**src/rtl/usb_tx_line_encoder.sv**
```systemverilog
// USB transmit line encoder: bit stuffing with configurable run length, NRZI onto dp/dm,
// automatic EOP (SE0 then J), all advancing only on bit_en strobes.
module usb_tx_line_encoder #(
    parameter int RUN_LEN      = 6,
    parameter int EOP_SE0_BITS = 2
) (
    input  logic clk,
    input  logic rst,
    input  logic bit_en,
    input  logic start,
    input  logic last,
    input  logic bit_in,
    input  logic stuff_en,
    output logic stall,
    output logic dp,
    output logic dm,
    output logic oe,
    output logic done
);

    typedef enum logic [2:0] {IDLE, DATA, STUFF, EOP_SE0, EOP_J} state_t;

    state_t     state_q;
    logic [3:0] run_q;
    logic       lvl_q;
    logic       stuff_q;
    logic       last_pend_q;
    logic [2:0] cnt_q;
    logic       dp_q;
    logic       dm_q;
    logic       oe_q;
    logic       done_q;

    logic       accept;
    logic       stuff_cur;
    logic       lvl_acc;
    logic [3:0] run_base;
    logic [3:0] run_acc;
    logic       hit;

    // IDLE and DATA share one accept path; in IDLE the stuff mode comes straight from the port.
    always_comb begin
        accept    = bit_en && ((state_q == DATA) || ((state_q == IDLE) && start));
        stuff_cur = (state_q == IDLE) ? stuff_en : stuff_q;
        lvl_acc   = bit_in ? lvl_q : ~lvl_q;
        run_base  = (state_q == IDLE) ? '0 : run_q;
        run_acc   = '0;
        if (stuff_cur && bit_in)
            run_acc = run_base + 4'd1;
        hit       = stuff_cur && (run_acc == 4'(RUN_LEN));
    end

    always_comb begin
        stall = (state_q == STUFF) || (state_q == EOP_SE0) || (state_q == EOP_J);
    end

    always_ff @(posedge clk or posedge rst) begin
        if (rst) begin
            state_q     <= IDLE;
            run_q       <= '0;
            lvl_q       <= 1'b1;
            stuff_q     <= 1'b0;
            last_pend_q <= 1'b0;
            cnt_q       <= '0;
            dp_q        <= 1'b1;
            dm_q        <= 1'b0;
            oe_q        <= 1'b0;
            done_q      <= 1'b0;
        end else begin
            done_q <= 1'b0;
            if (accept) begin
                if (state_q == IDLE)
                    stuff_q <= stuff_en;
                lvl_q       <= lvl_acc;
                dp_q        <= lvl_acc;
                dm_q        <= ~lvl_acc;
                oe_q        <= 1'b1;
                run_q       <= run_acc;
                last_pend_q <= last;
                cnt_q       <= '0;
                if (hit)
                    state_q <= STUFF;
                else if (last)
                    state_q <= EOP_SE0;
                else
                    state_q <= DATA;
            end else if (bit_en) begin
                case (state_q)
                    STUFF: begin
                        lvl_q   <= ~lvl_q;
                        dp_q    <= ~lvl_q;
                        dm_q    <= lvl_q;
                        run_q   <= '0;
                        cnt_q   <= '0;
                        state_q <= last_pend_q ? EOP_SE0 : DATA;
                    end
                    EOP_SE0: begin
                        dp_q <= 1'b0;
                        dm_q <= 1'b0;
                        if (cnt_q == 3'(EOP_SE0_BITS - 1)) begin
                            cnt_q   <= '0;
                            state_q <= EOP_J;
                        end else begin
                            cnt_q <= cnt_q + 3'd1;
                        end
                    end
                    // First strobe drives J for a bit time, second releases the line.
                    EOP_J: begin
                        dp_q <= 1'b1;
                        dm_q <= 1'b0;
                        if (cnt_q == 3'd0) begin
                            cnt_q <= 3'd1;
                        end else begin
                            cnt_q       <= '0;
                            state_q     <= IDLE;
                            oe_q        <= 1'b0;
                            done_q      <= 1'b1;
                            lvl_q       <= 1'b1;
                            run_q       <= '0;
                            last_pend_q <= 1'b0;
                        end
                    end
                    default: ;
                endcase
            end
        end
    end

    assign dp   = dp_q;
    assign dm   = dm_q;
    assign oe   = oe_q;
    assign done = done_q;

endmodule

```
**config.mk**
```make
export PLATFORM = sky130hd
export DESIGN_NAME = usb_tx_line_encoder
export DESIGN_NICKNAME = d
export VERILOG_FILES = /design/src/rtl/usb_tx_line_encoder.sv
export SDC_FILE = /design/constraint.sdc
export NUM_CORES = 1
export LEC_CHECK = 0
export CORE_MARGIN = 3
export CORE_UTILIZATION = 54
export DETAILED_ROUTE_END_ITERATION = 16
export PLACE_DENSITY = 0.77
export SETUP_SLACK_MARGIN = 0.3
export SYNTH_ARGS = -nofsm -noshare
export SYNTH_HDL_FRONTEND = slang
export SYNTH_SLANG_ARGS = --single-unit
```
**constraint.sdc**
```tcl
create_clock -name clk -period 3.2 [get_ports clk]
set_clock_uncertainty 0.2 [all_clocks]
set_input_delay 0.64 -clock clk [delete_from_list [all_inputs] [get_ports clk]]
set_output_delay 0.64 -clock clk [all_outputs]
set_load 0.02 [all_outputs]
```
==> results of run 1 <==
[logic make-up after synthesis]
| logic type | count (synthesis) |
|---|---|
| adders and majority gates | 1 |
| muxes | 5 |
| and+or+nand+nor | 50 |
| AOI/OAI and AO/OA | 31 |
| DFF | 17 |
| buffers and inverters | 8 |
| xor gates and xnor gates | 1 |
[area by class of cell]
class                           instances  area share (%)
Sequential cell                        17            36.1
Tap cell                               25            2.64
Multi-Input combinational cell         88            47.5
Inverter                                3           0.950
Clock buffer                            4            2.22
Timing Repair Buffer                   13            10.6
[worst register-to-register path, cell delays in order, from the launching register on]
cell	delay, ns
dfrtp_1	0.53
or3_1	0.48
and2_1	0.20
ha_1	0.25
nor3b_1	0.15
nor3_1	0.23
nor3_1	0.08
o32a_1	0.35
[registers in the layout (all words and copies together), names as in the netlist]
name and cells:
cnt_q 3, dm 1, done 1, dp 1, last_pend_q 1, lvl_q 1, oe 1, run_q 4
state_q 3, stuff_q 1
[routing by layer]
layer	share of wire, %	GRT usage, %
met1	50	27.9
met2	45	30.4
met3	3.6	3.63
met4	1.7	8.29
met5	0	0
[where the power goes]
| part | internal [mW] | switching, mW | total (mW) |
|---|---|---|---|
| Clock | 0.0485 | 0.0691 | 0.118 |
| Sequential | 0.281 | 0.0540 | 0.335 |
| Combinational | 0.160 | 0.201 | 0.361 |
[placed cells by master, fill, tap and decap left out, types with 2 or more instances in the layout]
cell type	instances
nor3b_1	2
nor2_1	10
nand3_1	4
mux2i_1	3
nand2_1	12
dfstp_2	2
and4b_1	2
and3_1	2
buf_4	2
a21o_1	2
clkbuf_4	3
nand4_1	3
dfrtp_1	15
and2_1	3
inv_1	3
o31ai_1	2
clkdlybuf4s50_1	11
a21oi_1	4
nor3_1	5
o21ai_0	8
[worst min path at each step]
stage / start / endpoint / slack [ns] / cells past startpoint
finish: oe$_DFFE_PP0P_ / oe$_DFFE_PP0P_ / 0.29 / 2
global route: oe$_DFFE_PP0P_ / oe$_DFFE_PP0P_ / 0.33 / 2
CTS: oe$_DFFE_PP0P_ / oe$_DFFE_PP0P_ / 0.29 / 2
detailed placement: oe$_DFFE_PP0P_ / oe$_DFFE_PP0P_ / 0.27 / 2
global placement: dm$_DFFE_PP0P_ / dm$_DFFE_PP0P_ / 0.26 / 2
floorplan: run_q[0]$_DFFE_PP0P_ / run_q[0]$_DFFE_PP0P_ / 0.29 / 1
==> results.cfg, run 1 <==
[outcome]
outcome = finished clean

[finish]
multi_input_area_um2 = 563
regArea_um2 = 428
drive_gt1_share_pct = 8.00
layout.cells.non_filler = 150
nNetsFinal = 134
fillCellCount = 153
synthToLayoutAreaGrowth_pct = 14.6
diodes = 0
final_core_util_pct = 67.2
finalInstanceArea_um2 = 1180

[clock_network]
cts_hold_buf = 0
ctsResizeCount = 0
clock-sinks = 17
h-tree-depth = 1
cts_tree = yes
cts_setup_buffers = 0
cts.path.max_buffers = 2
root_buffer = clkbuf_4
clk_latency_ns = 0.29
cts_buffers = 3
path_clk_slew_ns = 0.10

[logic_synthesis]
synthesis.area_um2 = 1030
synthCells = 113
ys_warn_count = 0
yosysUniqueCellTypes = 47
synth_ff_type = dfrtp_1
yosysSeqAreaShare_pct = 41.4
synth_compound_area_share_pct = 21.8
synth.most_common_cell = dfrtp_1
synth_top_area_share_pct = 36.3
synth_seq_cells = 17
synth_edf_count = 0
synth_commonest_cells = 15 x dfrtp_1, 12 x nand2_1, 10 x nor2_1
yosysTopAreaCell = dfrtp_1
yosys.area_share.simple_pct = 25.5
synthXorXnorAreaFrac_pct = 0.847
synth_nets = 121
synth-adder-area-share_pct = 1.21
synthTopCellsByArea = dfrtp_1 36%, dfstp_2 5.1%, nand2_1 4.4%, o21ai_0 3.9%, nor2_1 3.6%
synth_area_per_cell_um2 = 9.15
synth_top_family_by_area = simple AND/OR/NAND/NOR gates
synthMuxAreaShare_pct = 5.08
ys_async_sr_fraction_pct = 100

[floorplanning]
die_width_um = 49.7
core_region_area_um2 = 1760
initial_core_util_pct = 58.6
dieArea_um2 = 2470
die_h_um = 49.7
rows = 15
io_pins = 12

[worst_setup_path]
path_cells = buf_4 -> nor2_1 -> nand2_1 -> o21ai_0 -> clkdlybuf4s50_1
worst-setup-path-type = reg2out
worstPathMaxFanout = 14
r2r_start = state_q[2]$_DFFE_PP0P_
rrSetupSlack_ns = 0.62
start_kind = register
r2r.worst_path.cells = 7
critPathMaxStageDelay_ns = 0.63
startpoint = state_q[1]$_DFFE_PP0P_
crit_arrival_ns = 1.83
crit_buf_inv = 2
crit_path_top_delay_cell = clkdlybuf4s50_1
worstSetupEndpointType = primary output
cp.depth = 5
cpLargestDelayFamily = buffers and inverters
critPathCapture = stall
required_ns = 2.36
reg2reg_to = state_q[1]$_DFFE_PP0P_

[power_and_ir_drop]
vdd_drop_max_mv = 0.440
p_leak_nw = 0.510
total_power_uw = 814
power.density_nw_per_um2 = 687

[drt]
drtIter0Drc = 49
drt-total-wl_mm = 2.21
detail_route.wl_per_cell_um = 14.7
drc_errors = 0
vias = 910
ant_nets = 0
vias_per_cell = 6.07
drt_pass1_iterations = 4

[sta]
relSlewSlack_pct = 56.5
hold_viol = 0
min_period_ns = 2.67
worst-slew-pin-transition_ns = 0.652
finalSetupViolations = 0
hold_slack_ns = 0.292
setup_tns_ns = 0
finalMaxSlewViolations = 0
max_freq_mhz = 375
rsz0062_at_grt = no
setup_ws_ns = 0.535
min_period_over_period_pct = 83.3

[grt]
globalRouteTotalUtil_pct = 20.0
grt_pass1_vias = 830
grt_overflow = 0
antenna_found_initial = 0
grt_max_degree = 18
grt_pass1_wl_mm = 3.75

[place]
io_buffers = 11
place_area_um2 = 1160
place_inst = 146
dp_slack_ns = 0.650
place.gp.congestion = 0.828
hpwl_mm = 1.57

[job]
max_cap_viol_count = 0

[min_path]
hp-class = reg2reg
(Power assumes the default switching activity.)
==> run 2, diff against run 1 <==
--- a/config.mk
+++ b/config.mk
@@ -6,9 +6,9 @@
 export NUM_CORES = 1
 export LEC_CHECK = 0
 export CORE_MARGIN = 3
-export CORE_UTILIZATION = 54
+export CORE_UTILIZATION = 49
 export DETAILED_ROUTE_END_ITERATION = 16
-export PLACE_DENSITY = 0.77
+export PLACE_DENSITY = 0.74
 export SETUP_SLACK_MARGIN = 0.3
 export SYNTH_ARGS = -nofsm -noshare
 export SYNTH_HDL_FRONTEND = slang
==> constraint.sdc (replaced) <==
create_clock -name clk -period 2.2 [get_ports clk]
set_clock_uncertainty 0.2 [all_clocks]
set_input_delay 0.44 -clock clk [delete_from_list [all_inputs] [get_ports clk]]
set_output_delay 0.44 -clock clk [all_outputs]
set_load 0.02 [all_outputs]
==> run 2 against run 1 <==
Against the previous run: worst setup slack lost 0.52 ns; sequential power increased by 42%; cell count grew 11%; non-clock buffer count grew 16; worst hold slack got worse by 0.035 ns; routed wire length rose by 16%; critical path type is now reg2reg; critical endpoint is now state_q[1]$_DFFE_PP0P_.
==> results.cfg, run 2 (synthesized netlist as in run 1, its figures left out) <==
[outcome]
outcome = finished clean

[worst_setup_path]
cpLargestDelayFamily = simple AND/OR/NAND/NOR gates
r2r_start = state_q[1]$_DFFE_PP0P_
rrSetupSlack_ns = 0.02
worstPathMaxFanout = 4
path_cells = or3_4 -> and2_4 -> ha_4 -> nor3b_4 -> nor3_2 -> nor3_1 -> o32a_1
crit_buf_inv = 0
worst-setup-path-type = reg2reg
reg2reg_to = state_q[1]$_DFFE_PP0P_
required_ns = 2.18
critPathMaxStageDelay_ns = 0.41
crit_path_top_delay_cell = dfrtp_1
start_kind = register
worstSetupEndpointType = register
crit_arrival_ns = 2.16
r2r.worst_path.cells = 7

[min_path]
hp-class = in2async

[floorplanning]
dieArea_um2 = 2700
die_width_um = 51.9
die_h_um = 51.9
initial_core_util_pct = 55.6
io_pins = 12
rows = 15
core_region_area_um2 = 1860

[power_and_ir_drop]
vdd_drop_max_mv = 0.698
p_leak_nw = 0.640
power.density_nw_per_um2 = 933
total_power_mw = 1.30

[grt]
grt_max_degree = 18
antenna_found_initial = 0
globalRouteTotalUtil_pct = 22.1
grt_pass1_wl_mm = 4.42
grt_pass1_vias = 985
grt_overflow = 0

[sta]
min_period_over_period_pct = 99.2
setup_tns_ns = 0
finalSetupViolations = 0
min_period_ns = 2.18
hold_viol = 0
max_freq_mhz = 458
rsz0062_at_grt = yes
finalMaxSlewViolations = 0
relSlewSlack_pct = 66.7
worst-slew-pin-transition_ns = 0.494

[drt]
drt_pass1_iterations = 4
drtIter0Drc = 33
vias = 1003
ant_nets = 0
detail_route.wl_per_cell_um = 15.4
drc_errors = 0
drt-total-wl_mm = 2.55
vias_per_cell = 6.04

[finish]
final_common_cell = buf_4
nNetsFinal = 150
synthToLayoutAreaGrowth_pct = 35.0
regMostFlops = run_q
diodes = 0
drive_gt1_share_pct = 28.4
final_cell_mix = 17 x buf_4, 15 x dfrtp_1, 11 x nand2_1
largest_reg_flops = 4
reg_top3 = run_q: 4 flops, cnt_q: 3 flops, state_q: 3 flops

[place]
hpwl_mm = 1.84
io_buffers = 11
place.gp.congestion = 0.821

[clock_network]
cts_tree = yes
cts.path.max_buffers = 2
path_clk_slew_ns = 0.10
cts_hold_buf = 0
h-tree-depth = 1
clk_latency_ns = 0.29
cts_buffers = 3
root_buffer = clkbuf_4
clock-sinks = 17

[job]
max_cap_viol_count = 0
==> run 2: changes by cell type in the layout (fill, tap and decap cells not counted), sizes merged <==
cell,change
buf,+17
clkdlybuf4s50,-6
dlygate4sd2,+2
dlymetal6s2s,+3
==> run 2: how the worst max path moves through the flow <==
stage	from	end	slack, ns	cells after the start
after floorplan	state_q[2]$_DFFE_PP0P_	state_q[1]$_DFFE_PP0P_	-0.03	8
after global placement	start	state_q[1]$_DFFE_PP0P_	-0.06	5
after detailed placement	start	state_q[1]$_DFFE_PP0P_	-0.14	5
after CTS	state_q[1]$_DFFE_PP0P_	state_q[1]$_DFFE_PP0P_	0.06	7
after global routing	state_q[1]$_DFFE_PP0P_	state_q[1]$_DFFE_PP0P_	-0.02	7
final	state_q[1]$_DFFE_PP0P_	state_q[1]$_DFFE_PP0P_	0.02	7
==> run 2: routing by layer <==
| metal | vias up | routed length (um) | global-route usage (%) | share of wire, % |
|---|---|---|---|---|
| li1 | 482 | - | - | - |
| met1 | 467 | 1090 | 27.8 | 43 |
| met2 | 44 | 1240 | 37.2 | 49 |
| met3 | 10 | 173 | 4.01 | 6.8 |
| met4 | 0 | 50 | 8.30 | 2.0 |
| met5 | - | 0 | 0 | 0 |
==> run 2: area by class of cell <==
type	instances	area (um2)
Clock buffer	4	26.3
Fill cell	124	463
Inverter	3	11.3
Multi-Input combinational cell	88	649
Sequential cell	17	428
Tap cell	25	31.3
Timing Repair Buffer	29	249
==> run 2: worst register-to-register path: stages, from the launching register on <==
cell     delay (ns)
dfrtp_1        0.41
or3_4          0.39
and2_4         0.16
ha_4           0.17
nor3b_4        0.15
nor3_2         0.22
nor3_1         0.08
o32a_1         0.29
==> run 2: per-stage QoR <==
step	setup slack (ns)	instances	hold slack (ns)	cell area [um2]	util, %
detailed placement	-0.138	158	0.264	1280	69.0
floorplan	-0.0280	113	0.165	1080	-
CTS	0.0611	165	0.268	1380	74.0
global route	-0.0184	166	0.280	1400	75.1
global placement	-0.0617	158	0.262	1280	69.0
finish	0.0172	166	0.257	1400	75.1
==> run 2: power by group <==
part	switching [mW]	internal, mW
clock	0.101	0.0705
combinational	0.350	0.303
sequential	0.0676	0.409
==> run 2: timing repair <==
action                                  in CTS  in global routing
endpoints found under the setup margin      15                 17
gates resized for setup                     15                  8
pin swaps                                    7                  1
setup buffers                                3                  1
==> run 3, diff against run 2 <==
--- a/config.mk
+++ b/config.mk
@@ -6,9 +6,11 @@
 export NUM_CORES = 1
 export LEC_CHECK = 0
 export CORE_MARGIN = 3
-export CORE_UTILIZATION = 49
+export CORE_UTILIZATION = 55
+export CTS_CLUSTER_SIZE = 10
 export DETAILED_ROUTE_END_ITERATION = 16
-export PLACE_DENSITY = 0.74
+export DONT_BUFFER_PORTS = 1
+export PLACE_DENSITY = 0.73
 export SETUP_SLACK_MARGIN = 0.3
 export SYNTH_ARGS = -nofsm -noshare
 export SYNTH_HDL_FRONTEND = slang
==> run 3 against run 2 <==
Against the previous run: non-clock buffer count down 20; via count down 8.7%; clock power hardly changed; worst hold slack worse by 0.20 ns; design area shrank 13%; routed wire length shrank 8.3%; worst setup slack improved by 0.058 ns; largest power group unchanged.
==> results.cfg, run 3 (synthesized netlist as in run 1, its figures left out) <==
[outcome]
outcome = finished clean

[sta]
finalSetupViolations = 0
finalMaxSlewViolations = 0
worst-slew-pin-transition_ns = 0.644
max_freq_mhz = 471
min_period_ns = 2.12
hold_viol = 0
setup_tns_ns = 0
relSlewSlack_pct = 57.0
rsz0062_at_grt = yes
min_period_over_period_pct = 96.6

[power_and_ir_drop]
p_leak_nw = 0.513
power.density_nw_per_um2 = 1000
vdd_drop_max_mv = 0.696

[worst_setup_path]
critPathCapture = state_q[1]$_DFFE_PP0P_
worstPathMaxFanout = 5
rrSetupSlack_ns = 0.08
crit_arrival_ns = 2.11
worstSetupEndpointType = register
r2r.worst_path.cells = 7
reg2reg_to = state_q[1]$_DFFE_PP0P_
worst-setup-path-type = reg2reg
start_kind = register
r2r_start = state_q[0]$_DFFE_PP0P_
required_ns = 2.19
startpoint = state_q[0]$_DFFE_PP0P_

[clock_network]
clk_latency_ns = 0.30
cts_tree = yes
h-tree-depth = 1
cts.path.max_buffers = 2
cts_buffers = 3
root_buffer = clkbuf_4
path_clk_slew_ns = 0.10
clock-sinks = 17

[finish]
regArea_um2 = 428
layout.cells.non_filler = 146
final_cell_mix = 15 x dfrtp_1, 12 x nand2_1, 10 x nor2_1
nNetsFinal = 130
diodes = 0
regMostFlops = run_q
synthToLayoutAreaGrowth_pct = 17.2
largest_reg_flops = 4
reg_top3 = run_q: 4 flops, cnt_q: 3 flops, state_q: 3 flops
drive_gt1_share_pct = 22.3
fillCellCount = 144
final_common_cell = dfrtp_1
multi_input_area_um2 = 641

[floorplanning]
die_h_um = 49.4
die_width_um = 49.4
io_pins = 12
rows = 15
dieArea_um2 = 2440
core_region_area_um2 = 1750
initial_core_util_pct = 59.2

[place]
place_inst = 138
place.gp.congestion = 0.847
io_buffers = 0
hpwl_mm = 1.63

[grt]
grt_pass1_wl_mm = 3.99
globalRouteTotalUtil_pct = 21.5
grt_pass1_vias = 898
antenna_found_initial = 0
grt_max_degree = 18
grt_overflow = 0

[drt]
vias = 916
drtIter0Drc = 26
drt-total-wl_mm = 2.34
drt_pass1_iterations = 4
vias_per_cell = 6.27
ant_nets = 0
drc_errors = 0
detail_route.wl_per_cell_um = 16.0

[min_path]
holdPathStages = 1
hp-class = in2reg

[job]
max_cap_viol_count = 0
## run 3: cell count changes in the layout (fill, tap and decap cells not counted), moves of 2 or more
cell,delta
clkdlybuf4s50_1,-5
dlymetal6s2s_1,-3
dlygate4sd2_1,-2
buf_4,-10
## run 3: final cells by class
class	instances	share of cell area [%]
clock buffers	4	2.17
repair buffers	9	6.10
well taps	25	2.58
inverters	3	0.930
flip-flops and latches	17	35.3
multi-input cells	88	52.9
## run 3: stage by stage
| step | util (%) | cell area (um2) | hold WS (ns) | worst slack, ns | power (mW) |
|---|---|---|---|---|---|
| 2_1_floorplan | - | 1080 | 0.165 | -0.0280 | 0.895 |
| 3_3_place_gp | 63.2 | 1100 | 0.246 | 0.0614 | 0.971 |
| 3_5_place_dp | 63.2 | 1100 | 0.248 | 0.0595 | 0.989 |
| 4_1_cts | 67.9 | 1180 | 0.0594 | 0.0789 | 1.19 |
| 5_1_grt | 69.4 | 1210 | 0.0496 | -0.00755 | 1.29 |
| 6_report | 69.4 | 1210 | 0.0609 | 0.0752 | 1.21 |
## run 3: timing repair
item,4_1_cts,5_1_grt
resized for setup,7,4
endpoints found under the hold margin,15,0
pin swaps,2,1
hold buffers,1,0
endpoints found under the setup margin,13,13
setup buffers,2,1
## run 3: critical path, cell delays in order, from the launching register on
cell and delay [ns]:
dfrtp_1 0.40, or3_4 0.40, and2_4 0.16, ha_4 0.17, nor3b_4 0.15, nor3_2 0.19, nor3_1 0.07, o32a_1 0.29
## run 3: where the power goes
| group | total [mW] | switching [mW] | internal [mW] |
|---|---|---|---|
| combinational | 0.528 | 0.296 | 0.232 |
| sequential | 0.516 | 0.106 | 0.410 |
| clock | 0.171 | 0.0998 | 0.0707 |
## run 3: how the worst min path moves through the flow
stage	slack (ns)	end	start
2_1_floorplan	0.16	cnt_q[0]$_DFFE_PP0P_	rst
3_3_place_gp	0.25	dm$_DFFE_PP0P_	rst
3_5_place_dp	0.25	dm$_DFFE_PP0P_	rst
4_1_cts	0.06	last_pend_q$_DFFE_PP0P_	last
5_1_grt	0.05	last_pend_q$_DFFE_PP0P_	last
6_report	0.06	last_pend_q$_DFFE_PP0P_	last
## run 3: layer usage
layer | up-vias | part of all wire [%] | GRT usage, %
li1 | 443 | - | -
met1 | 448 | 45 | 24.7
met2 | 18 | 49 | 37.1
met3 | 7 | 2.6 | 3.06
met4 | 0 | 3.2 | 13.3
met5 | - | 0 | 0
